--- src/rtl/alu_digit_seq_pkg.sv ---
// Shared types and helpers for the digit-serial integer execution unit.
package alu_digit_seq_pkg;

    typedef enum logic [2:0] {
        ADD  = 3'd0,
        SUB  = 3'd1,
        XOR  = 3'd2,
        OR   = 3'd3,
        AND  = 3'd4,
        SLT  = 3'd5,
        SLTU = 3'd6,
        EQ   = 3'd7
    } op_e;

    typedef enum logic [1:0] {
        IDLE = 2'd0,
        RUN  = 2'd1,
        DONE = 2'd2
    } state_e;

    // Subtract and both compares run A + ~B + 1 through the carry chain.
    function automatic logic needs_inv(op_e op);
        return (op == SUB) || (op == SLT) || (op == SLTU);
    endfunction

endpackage

--- src/rtl/alu_digit_seq_if.sv ---
// Request/response handshake bundle between operand fetch and writeback.
interface alu_digit_seq_if #(
    parameter int XLEN = 32
);
    import alu_digit_seq_pkg::*;

    logic            req_valid;
    logic            req_ready;
    op_e             req_op;
    logic [XLEN-1:0] req_rs1;
    logic [XLEN-1:0] req_rs2;
    logic            kill;
    logic            resp_valid;
    logic            resp_ready;
    logic [XLEN-1:0] resp_result;

    modport master (
        output req_valid, req_op, req_rs1, req_rs2, kill, resp_ready,
        input  req_ready, resp_valid, resp_result
    );

    modport slave (
        input  req_valid, req_op, req_rs1, req_rs2, kill, resp_ready,
        output req_ready, resp_valid, resp_result
    );

endinterface

--- src/rtl/alu_digit_seq_slice.sv ---
// Combinational W-bit digit: add/logic result plus chained equality and less-than.
module alu_digit_slice
    import alu_digit_seq_pkg::*;
#(
    parameter int W = 4
) (
    input  logic [W-1:0] a_d,
    input  logic [W-1:0] b_d,
    input  logic         cin,
    input  op_e          op,
    input  logic         eq_in,
    input  logic         lt_in,
    input  logic         is_msb,
    input  logic         signed_cmp,
    output logic [W-1:0] r_d,
    output logic         cout,
    output logic         eq_out,
    output logic         lt_out
);
    logic [W-1:0]        w_b_eff;
    logic [W:0]          w_sum;
    logic signed [W-1:0] w_a_s;
    logic signed [W-1:0] w_b_s;
    logic                w_eq_d;
    logic                w_lt_d;

    assign w_a_s = a_d;
    assign w_b_s = b_d;

    always_comb begin
        w_b_eff = needs_inv(op) ? ~b_d : b_d;
        w_sum   = {1'b0, a_d} + {1'b0, w_b_eff} + {{W{1'b0}}, cin};
        w_eq_d  = (a_d == b_d);
        // Only the most significant digit of a signed compare carries the sign.
        if (is_msb && signed_cmp) begin
            w_lt_d = (w_a_s < w_b_s);
        end else begin
            w_lt_d = (a_d < b_d);
        end

        case (op)
            ADD, SUB, SLT, SLTU: r_d = w_sum[W-1:0];
            XOR:                 r_d = a_d ^ b_d;
            OR:                  r_d = a_d | b_d;
            AND:                 r_d = a_d & b_d;
            default:             r_d = '0;
        endcase

        cout   = w_sum[W];
        eq_out = eq_in & w_eq_d;
        lt_out = w_lt_d | (w_eq_d & lt_in);
    end

endmodule

--- src/rtl/alu_digit_seq.sv ---
// Digit-serial ALU/compare unit: LSB-first, DIGIT_W bits per cycle, full-width handshakes.
module alu_digit_seq
    import alu_digit_seq_pkg::*;
#(
    parameter int XLEN    = 32,
    parameter int DIGIT_W = 4
) (
    input logic            clk,
    input logic            rst_n,
    alu_digit_seq_if.slave bus
);
    localparam int NDIG = XLEN / DIGIT_W;
    localparam int CW   = (NDIG > 1) ? $clog2(NDIG) : 1;

    if ((XLEN % DIGIT_W) != 0) begin : g_bad_digit
        $error("XLEN must be a multiple of DIGIT_W");
    end

    state_e               r_state;
    state_e               w_state_nxt;
    op_e                  r_op;
    logic [CW-1:0]        r_cnt;
    logic                 r_carry;
    logic                 r_eq;
    logic                 r_lt;
    logic                 r_vld;
    logic [XLEN-1:0]      r_out;
    logic [XLEN-1:0]      r_a;
    logic [XLEN-1:0]      r_b;
    logic [XLEN-1:0]      r_res;

    logic                 w_accept;
    logic                 w_last;
    logic [DIGIT_W-1:0]   w_rd;
    logic                 w_cout;
    logic                 w_eq;
    logic                 w_lt;
    logic [XLEN-1:0]      w_a_shift;
    logic [XLEN-1:0]      w_b_shift;
    logic [XLEN-1:0]      w_res_shift;

    function automatic logic [XLEN-1:0] final_result(op_e op, logic [XLEN-1:0] res,
                                                     logic lt, logic eq);
        case (op)
            ADD, SUB, XOR, OR, AND: final_result = res;
            SLT, SLTU:              final_result = {{(XLEN-1){1'b0}}, lt};
            EQ:                     final_result = {{(XLEN-1){1'b0}}, eq};
            default:                final_result = '0;
        endcase
    endfunction

    assign bus.req_ready   = (r_state == IDLE) && !bus.kill;
    assign bus.resp_valid  = r_vld;
    assign bus.resp_result = r_out;

    assign w_accept = bus.req_valid && bus.req_ready;
    assign w_last   = (r_state == RUN) && (r_cnt == CW'(NDIG - 1));

    alu_digit_slice #(.W(DIGIT_W)) u_slice (
        .a_d        (r_a[DIGIT_W-1:0]),
        .b_d        (r_b[DIGIT_W-1:0]),
        .cin        (r_carry),
        .op         (r_op),
        .eq_in      (r_eq),
        .lt_in      (r_lt),
        .is_msb     (w_last),
        .signed_cmp (r_op == SLT),
        .r_d        (w_rd),
        .cout       (w_cout),
        .eq_out     (w_eq),
        .lt_out     (w_lt)
    );

    if (NDIG == 1) begin : g_single
        assign w_a_shift   = '0;
        assign w_b_shift   = '0;
        assign w_res_shift = w_rd;
    end else begin : g_multi
        assign w_a_shift   = {{DIGIT_W{1'b0}}, r_a[XLEN-1:DIGIT_W]};
        assign w_b_shift   = {{DIGIT_W{1'b0}}, r_b[XLEN-1:DIGIT_W]};
        assign w_res_shift = {w_rd, r_res[XLEN-1:DIGIT_W]};
    end

    always_comb begin
        w_state_nxt = r_state;
        case (r_state)
            IDLE:    if (w_accept) w_state_nxt = RUN;
            RUN: begin
                if (bus.kill)    w_state_nxt = IDLE;
                else if (w_last) w_state_nxt = DONE;
            end
            DONE: begin
                if (bus.kill)                      w_state_nxt = IDLE;
                else if (r_vld && bus.resp_ready)  w_state_nxt = IDLE;
            end
            default: w_state_nxt = IDLE;
        endcase
    end

    always_ff @(posedge clk or negedge rst_n) begin
        if (!rst_n) begin
            r_state <= IDLE;
            r_op    <= ADD;
            r_cnt   <= '0;
            r_carry <= 1'b0;
            r_eq    <= 1'b0;
            r_lt    <= 1'b0;
            r_vld   <= 1'b0;
            r_out   <= '0;
        end else begin
            r_state <= w_state_nxt;
            case (r_state)
                IDLE: if (w_accept) begin
                    r_op    <= bus.req_op;
                    r_cnt   <= '0;
                    r_carry <= needs_inv(bus.req_op);
                    r_eq    <= 1'b1;
                    r_lt    <= 1'b0;
                end
                RUN: begin
                    r_cnt   <= r_cnt + CW'(1);
                    r_carry <= w_cout;
                    r_eq    <= w_eq;
                    r_lt    <= w_lt;
                end
                // First DONE cycle registers the response; it then holds until taken.
                DONE: begin
                    if (bus.kill) begin
                        r_vld <= 1'b0;
                    end else if (!r_vld) begin
                        r_vld <= 1'b1;
                        r_out <= final_result(r_op, r_res, r_lt, r_eq);
                    end else if (bus.resp_ready) begin
                        r_vld <= 1'b0;
                    end
                end
                default: ;
            endcase
        end
    end

    always_ff @(posedge clk) begin
        if (w_accept) begin
            r_a <= bus.req_rs1;
            r_b <= bus.req_rs2;
        end else if (r_state == RUN) begin
            r_a   <= w_a_shift;
            r_b   <= w_b_shift;
            r_res <= w_res_shift;
        end
    end

endmodule

--- src/flat_wrapper.sv ---
// flat-port wrapper written by rule: the top's interface ports become plain ports
module alu_digit_seq_flat import alu_digit_seq_pkg::*;
#(
    parameter int XLEN    = 32,
    parameter int DIGIT_W = 4
)
  (clk, rst_n, bus_req_valid, bus_req_op, bus_req_rs1, bus_req_rs2, bus_kill, bus_resp_ready, bus_req_ready, bus_resp_valid, bus_resp_result);
  alu_digit_seq_if #(.XLEN(XLEN)) bus_i ();
  input logic clk;
  input logic rst_n;
  input wire logic [$bits(bus_i.req_valid)-1:0] bus_req_valid;
  input wire logic [$bits(bus_i.req_op)-1:0] bus_req_op;
  input wire logic [$bits(bus_i.req_rs1)-1:0] bus_req_rs1;
  input wire logic [$bits(bus_i.req_rs2)-1:0] bus_req_rs2;
  input wire logic [$bits(bus_i.kill)-1:0] bus_kill;
  input wire logic [$bits(bus_i.resp_ready)-1:0] bus_resp_ready;
  output wire logic [$bits(bus_i.req_ready)-1:0] bus_req_ready;
  output wire logic [$bits(bus_i.resp_valid)-1:0] bus_resp_valid;
  output wire logic [$bits(bus_i.resp_result)-1:0] bus_resp_result;
  assign bus_i.req_valid = bus_req_valid;
  assign bus_i.req_op = bus_req_op;
  assign bus_i.req_rs1 = bus_req_rs1;
  assign bus_i.req_rs2 = bus_req_rs2;
  assign bus_i.kill = bus_kill;
  assign bus_i.resp_ready = bus_resp_ready;
  assign bus_req_ready = bus_i.req_ready;
  assign bus_resp_valid = bus_i.resp_valid;
  assign bus_resp_result = bus_i.resp_result;
  alu_digit_seq #(.XLEN(XLEN), .DIGIT_W(DIGIT_W)) u_core (.clk(clk), .rst_n(rst_n), .bus(bus_i));
endmodule
--- config.mk ---
export PLATFORM = sky130hd
export DESIGN_NAME = alu_digit_seq_flat
export DESIGN_NICKNAME = d
export VERILOG_FILES = /design/src/rtl/alu_digit_seq_pkg.sv /design/src/rtl/alu_digit_seq_if.sv /design/src/rtl/alu_digit_seq_slice.sv /design/src/rtl/alu_digit_seq.sv /design/src/flat_wrapper.sv
export SDC_FILE = /design/constraint.sdc
export NUM_CORES = 1
export LEC_CHECK = 0
export BUFFER_PORTS_ARGS = -buffer_cell sky130_fd_sc_hd__buf_4
export CORE_MARGIN = 1.5
export CORE_UTILIZATION = 35
export DETAILED_ROUTE_END_ITERATION = 12
export GPL_TIMING_DRIVEN = 0
export PLACE_DENSITY = 0.62
export SLEW_MARGIN = 20
export SYNTH_ARGS = -nofsm -noshare
export SYNTH_HDL_FRONTEND = slang
export SYNTH_SLANG_ARGS = --single-unit
--- constraint.sdc ---
create_clock -name clk -period 4.8 [get_ports clk]
set_clock_uncertainty 0.1 [all_clocks]
set_input_delay 0.96 -clock clk [delete_from_list [all_inputs] [get_ports clk]]
set_output_delay 0.96 -clock clk [all_outputs]
set_load 0.02 [all_outputs]
# After elaboration in Yosys (flattened, before gate mapping)
# Cells that the tools add are included.
[word_totals]
word_cells = 90
output_inout_bits = 34
register_bits = 140
input_bits = 72
[classes]
magnitude_cmp = 2
mux = 25
bitwise_logic = 10
reduce_logical = 22
eq_ne = 17
addsub = 3
[op_table]
columns = ["op", "n"]
rows = [
  ["two-way mux 32 bit", 4],
  ["one-hot mux 32 bit (3 select lines)", 1],
  ["== test 3 bit (second input constant)", 7],
  ["one-hot mux 4 bit (4 select lines)", 1],
  ["two-way mux 2 bit", 5],
  ["< comparator 4 bit", 2],
  ["two-way mux 1 bit", 7],
  ["== test 3 x 1 -> 1 bit (second input constant)", 2],
  ["== test 3 x 2 -> 1 bit (second input constant)", 2],
  ["one-hot mux 1 bit (2 select lines)", 3],
  ["one-hot mux 2 bit (3 select lines)", 1],
  ["one-hot mux 3 bit (2 select lines)", 1],
  ["AND reduction 2 bit", 3],
  ["AND reduction 3 bit", 2],
  ["adder 4 x 4 -> 5 bit", 1],
  ["adder 5 x 1 -> 5 bit", 1],
  ["logical AND 1 bit", 5],
  ["OR reduction 5 bit", 1],
  ["AND 4 bit", 1],
  ["== test 4 bit", 1],
  ["logical OR 1 bit", 4],
  ["two-way mux 4 bit", 1],
  ["NOT 4 bit", 1],
  ["OR 4 bit", 1],
  ["17 further kinds", 21],
]

# Longest topological paths before layout
[logic_depth]
depth_word = 7
ltp_mapped = 9
ltp_nobuf = 9

# Modules after synthesis
# Synthesis repeated with hierarchy kept, for this count alone.
[hier_totals]
cells_unflattened = 502
hier_area_um2 = 5999.5
[by_module_without_submodules]
columns = ["mod", "n_inst", "seq_area_each_um2", "area_per_inst_um2", "cells_per_inst"]
rows = [
  ["alu_digit_seq", 1, 3983.8, 5377.7, 423],
  ["alu_digit_slice", 1, 0.0, 621.8, 79],
]

# Worst setup path before layout
# No wires, ideal clock.
[synth_path]
path_type = "reg2reg"
startpoint = "register u_core.r_state[1]"
endpoint = "register u_core.r_a[0], enable pin"
setup_ns = 0.418
required_time_ns = 4.282
path_slack_ns = 1.424
path_stages_with_launch = 5
synth_period_minus_slack_ns = 3.376
t_arrival_ns = 2.858
n_path_buf = 0
path_cell_list = "dfrtp_1 > nand2b_1 > inv_1 > nor2_1 > inv_1"
[synth_via]
elab_chain_len = 4
word_cells_on_any_way = 5
classes_between = "eq/ne: 1; reduce/logical: 4"
[synth_lines]
columns = ["item", "line_no", "source"]
rows = [
  ["start: declaration", "alu_digit_seq.sv:19", "state_e r_state;"],
  ["start signal: assignment", "alu_digit_seq.sv:111", "r_state <= w_state_nxt;"],
  ["zero test 2 bit", "alu_digit_seq.sv:52", "assign bus.req_ready = (r_state == IDLE) && !bus.kill;"],
  ["logical AND 1 bit", "alu_digit_seq.sv:52", ""],
  ["logical AND 1 bit", "alu_digit_seq.sv:56", "assign w_accept = bus.req_valid && bus.req_ready;"],
  ["nonzero test 2 bit (no source line) (*)", "--", ""],
  ["end signal: assignment", "alu_digit_seq.sv:144", "r_a <= bus.req_rs1;"],
  ["end signal: assignment", "alu_digit_seq.sv:147", "r_a <= w_a_shift;"],
  ["end: declaration", "alu_digit_seq.sv:28", "logic [XLEN-1:0] r_a;"],
]
# Every way passes the cells marked *; elsewhere a longest branch is shown, timed or not.
# A chain may end at the register's enable or synchronous reset.

# Final worst setup path
[layout_path]
startpoint = "register u_core.r_op[1]"
endpoint = "register u_core.r_res[29], data pin"
[layout_via]
elab_chain_len = 7
word_cells_on_any_way = 14
classes_between = "add/sub: 2; eq/ne: 6; mux: 2; reduce/logical: 4"
[layout_lines]
columns = ["item", "line_no", "source"]
rows = [
  ["start: declaration", "alu_digit_seq.sv:21", "op_e r_op;"],
  ["start signal: assignment", "alu_digit_seq.sv:114", "r_op <= bus.req_op;"],
  ["== test 3 x 1 -> 1 bit / == test 3 bit (equally long branches)", "alu_digit_seq_pkg.sv:23, alu_digit_seq_slice.sv:41", ""],
  ["logical OR 1 bit (2 in series)", "alu_digit_seq_pkg.sv:23", "return (op == SUB) || (op == SLT) || (op == SLTU);"],
  ["two-way mux 4 bit", "alu_digit_seq_slice.sv:31", "w_b_eff = needs_inv(op) ? ~b_d : b_d;"],
  ["adder 4 x 4 -> 5 bit", "alu_digit_seq_slice.sv:32", "w_sum = {1'b0, a_d} + {1'b0, w_b_eff} + {{W{1'b0}}, cin};"],
  ["adder 5 x 1 -> 5 bit", "alu_digit_seq_slice.sv:32", ""],
  ["one-hot mux 4 bit (4 select lines) (*)", "alu_digit_seq_slice.sv:41", "case (op)"],
  ["net u_core.u_slice.r_d[1]", "alu_digit_seq_slice.sv:15", "output logic [W-1:0] r_d,"],
  ["end signal: assignment", "alu_digit_seq.sv:149", "r_res <= w_res_shift;"],
  ["end: declaration", "alu_digit_seq.sv:30", "logic [XLEN-1:0] r_res;"],
]
# Mark *: on every way through the listed nets, which the timed path passes. The rest lies on a longest branch.

==> key figures <==
Critical path
  – WP data required: ~4.8 ns
  – Cell chain of the critical path: clkbuf_1 -> mux2i_1 -> xnor2_1 -> fa_1 -> fa_1 -> a21oi_1 -> a22oi_1 -> o21ai_0
  – Max FO, Critical Path: 8
  – Startpoint Class: flip-flop
  – Crit path max-delay cell type: mux2i_1
  – Worst stage delay on the critical path: slightly below 0.6 ns
  – Worst Path Arrival: 3.13 ns
  – Most frequent CP cell: fa_1
  – WS Path Type: flip-flop to flip-flop
  – Crit end category: flip-flop

Power and ir drop
  – Power Total: 0.00369 W
  – Power density over the cells: 481 mW/mm²
  – Maximum VDD drop: about 0.00028 V
  – Pleak: 3.23 nW

Synthesis
  – Seq cells post-synth: 140
  – Number of synthesis warnings: 0
  – Post-synthesis sequential area ratio: 0.666
  – Top post-synthesis cells by count: edfxtp_1 (96), mux2_2 (59), dfrtp_1 (44)
  – Synth Cell Area: roughly 0.006 mm²
  – Syn_nets: around 470
  – Post-synth EDFFs: 96
  – Top-count cell post-synth: edfxtp_1
  – Mapped Avg Cell Area: 15.9 µm²
  – Mapped Cells: 376
  – Post-synthesis cell type count: 37
  – Yosys top cell area share: 0.482
  – Leading area contributor after synthesis: edfxtp_1
  – Ys async rst share: 0.314
  – Predominant post-synthesis flop cell: edfxtp_1
  – Area contributors post-synth: edfxtp_1 (48%), dfrtp_1 (18%), mux2_2 (11%), a22o_2 (4.9%), ha_1 (3.6%)

CTS
  – Cts bufs inserted: 17
  – Clk Latency, worst-skew pair: 0.41 ns
  – Clock buffer depth: 2
  – Post-CTS sizing: 0
  – CTS sink cnt: 140
  – Post CTS Setup Buffer Count: 0
  – Clock Pin Slew Worst Setup and Hold Paths: about 0.06 ns
  – Root Driver: clkbuf_16
  – TritonCTS clock tree: built
  – Post-CTS Hold Fix Bufs: 0
  – H-tree levels: 4

Placed design
  – Buffers on Ports: 105
  – Routability cong.: 0.779
  – Hpwl dp: between 7000 and 8000 µm
  – Pre-CTS WS: 1.72 ns
  – Placed cell count: 702

Drt
  – DR DRC count: 0
  – Via Count: 3,465
  – Pre-antenna DRT Iters: 5
  – Avg WL per Cell: 15.4 µm
  – Final Routed Wirelength: 11,300 µm
  – First DRT Iteration DRCs: 96
  – DR vias/cell: 4.72
  – Antenna-violating nets left: 0

Die
  – Initial Util: 0.359
  – Die height: between 100 and 150 µm
  – Row count: 47
  – Die width: 134 µm
  – Die ar.: ~0.018 mm²
  – Core ar.: 0.0166 mm²
  – Number of I/O pins: approximately 110

Timing
  – Setup TNS: 0 ns
  – Headroom to the max-slew limit: 0.478
  – Fin crit share: 0.645
  – RSZ-0062 raised after global routing: false
  – Highest clock rate: 323 MHz
  – Fin. Hold Viols: 0
  – Final setup margin: 1.70 ns
  – Final setup fails: 0
  – Worst-Margin Slew: 0.781 ns
  – Slew Limit Fails: 0
  – Fin crit period: 3.10 ns
  – Final Hold Slack: 0.353 ns

Cells and area
  – # fillers: 1,490
  – Non-Filler Instances: 734
  – Final nets: 592
  – Area delta synth->final: 28.5%
  – Diodes inserted: 0
  – Share of layout cells above drive strength 1: 0.477

GRT
  – Number of global-route vias before repair: between 3,000 and 4,000
  – Largest net degree at the start of global routing: 49
  – Total gr overflow: 0
  – First-pass GRT wire length: between 15,000 and 20,000 µm
  – Antenna violations before repair: 0
  – Total track usage: 0.134

Status
  – Status: finished clean

Run
  – Max-cap violation count: 0

Worst hold path
  – Hold crit path type: flip-flop to flip-flop
[worst paths after layout]
kind,startpoint,to,slack (ns),depth (start not counted)
max,u_core.r_op[1],u_core.r_res[29],1.70,8
min,u_core.r_res[26],u_core.r_res[22],0.35,0
max reg2reg,u_core.r_op[1],u_core.r_res[29],1.70,8
min reg2reg,u_core.r_res[26],u_core.r_res[22],0.35,0
max in group asynchronous,rst_n,u_core.bus.resp_result[24],3.75,1
min in group asynchronous,rst_n,u_core.bus.resp_result[2],0.45,1
[power breakdown]
part / switching, W / internal, W / total [W]
registers: 0.0000916 / 0.00156 / 0.00165
clock network: 0.000505 / 0.000822 / 0.00133
logic: 0.000366 / 0.000350 / 0.000716
total: 0.000963 / 0.00273 / 0.00369
[area by class of cell]
cell class | instances | area (µm²) | area share
inverters | 15 | 58.8 | 0.00765
repair buffers | 106 | 816 | 0.106
flip-flops and latches | 140 | 3980 | 0.518
multi-input cells | 202 | 1800 | 0.234
clock inverters | 10 | 96.3 | 0.0125
plain buffers | 19 | 141 | 0.0184
well taps | 220 | 275 | 0.0358
clock buffers | 22 | 517 | 0.0672
[cell usage in the layout (no fill, tap or decap), drive strengths merged, types with 2 or more instances in the layout]
cell | synthesis | layout
nor3 | 4 | 4
o21bai | 2 | 2
o22ai | 3 | 3
a21o | 4 | 4
ha | 17 | 17
xnor2 | 5 | 5
mux2i | 3 | 3
a22oi | 5 | 5
clkbuf | 3 | 25
buf | 16 | 122
clkinv | 0 | 4
nand2b | 4 | 4
fa | 2 | 2
edfxtp | 96 | 96
o21ai | 12 | 12
nand2 | 11 | 11
dfrtp | 44 | 44
a22o | 31 | 31
xor2 | 3 | 3
and2 | 8 | 8
inv | 15 | 20
mux2 | 59 | 59
nor2b | 4 | 4
a21oi | 9 | 9
nor2 | 9 | 9
[critical path, delay by kind of cell (launching register included)]
kind	cells	cell delay, ns
adders and majority gates	2	0.98
AOI/OAI and AO/OA	3	0.37
DFF	1	0.33
muxes	1	0.59
buffers and inverters	1	0.28
xor gates and xnor gates	1	0.16
[cell families (layout without fill, tap and decap cells)]
group	count (synthesis)	count (layout)	synth area share
muxes	62	62	0.116
and+or+nand+nor	45	45	0.0416
xor gates and xnor gates	8	8	0.0117
DFF	140	140	0.666
adders and majority gates	19	19	0.0423
buffers and inverters	34	172	0.0331
AOI/OAI and AO/OA	68	68	0.0889
[per-stage QoR]
stage	instance area (µm²)	utilization
4_1_cts	7690	0.462
3_5_place_dp	7070	0.425
3_3_place_gp	7040	0.423
5_1_grt	7690	0.462
6_report	7690	0.462
2_1_floorplan	5980	-
[state kept, by name, summed over array words and instances (netlist names)]
| name | cells |
|---|---|
| u_core.r_cnt | 3 |
| u_core.bus.resp_result | 32 |
| u_core.r_carry | 1 |
| u_core.r_a | 32 |
| u_core.r_op | 3 |
| u_core.r_state | 2 |
| u_core.bus.resp_valid | 1 |
| u_core.r_b | 32 |
| u_core.r_lt | 1 |
| u_core.r_eq | 1 |
| u_core.r_res | 32 |
[routing by layer]
layer  global-route usage  up-vias  part of all wire
li1                     -     1660                 -
met1                0.154     1687              0.42
met2                0.218      102              0.48
met3               0.0628       16             0.083
met4               0.0501        0             0.015
met5                    0        -                 0
No activity file was read; power rests on OpenSTA's default activity.
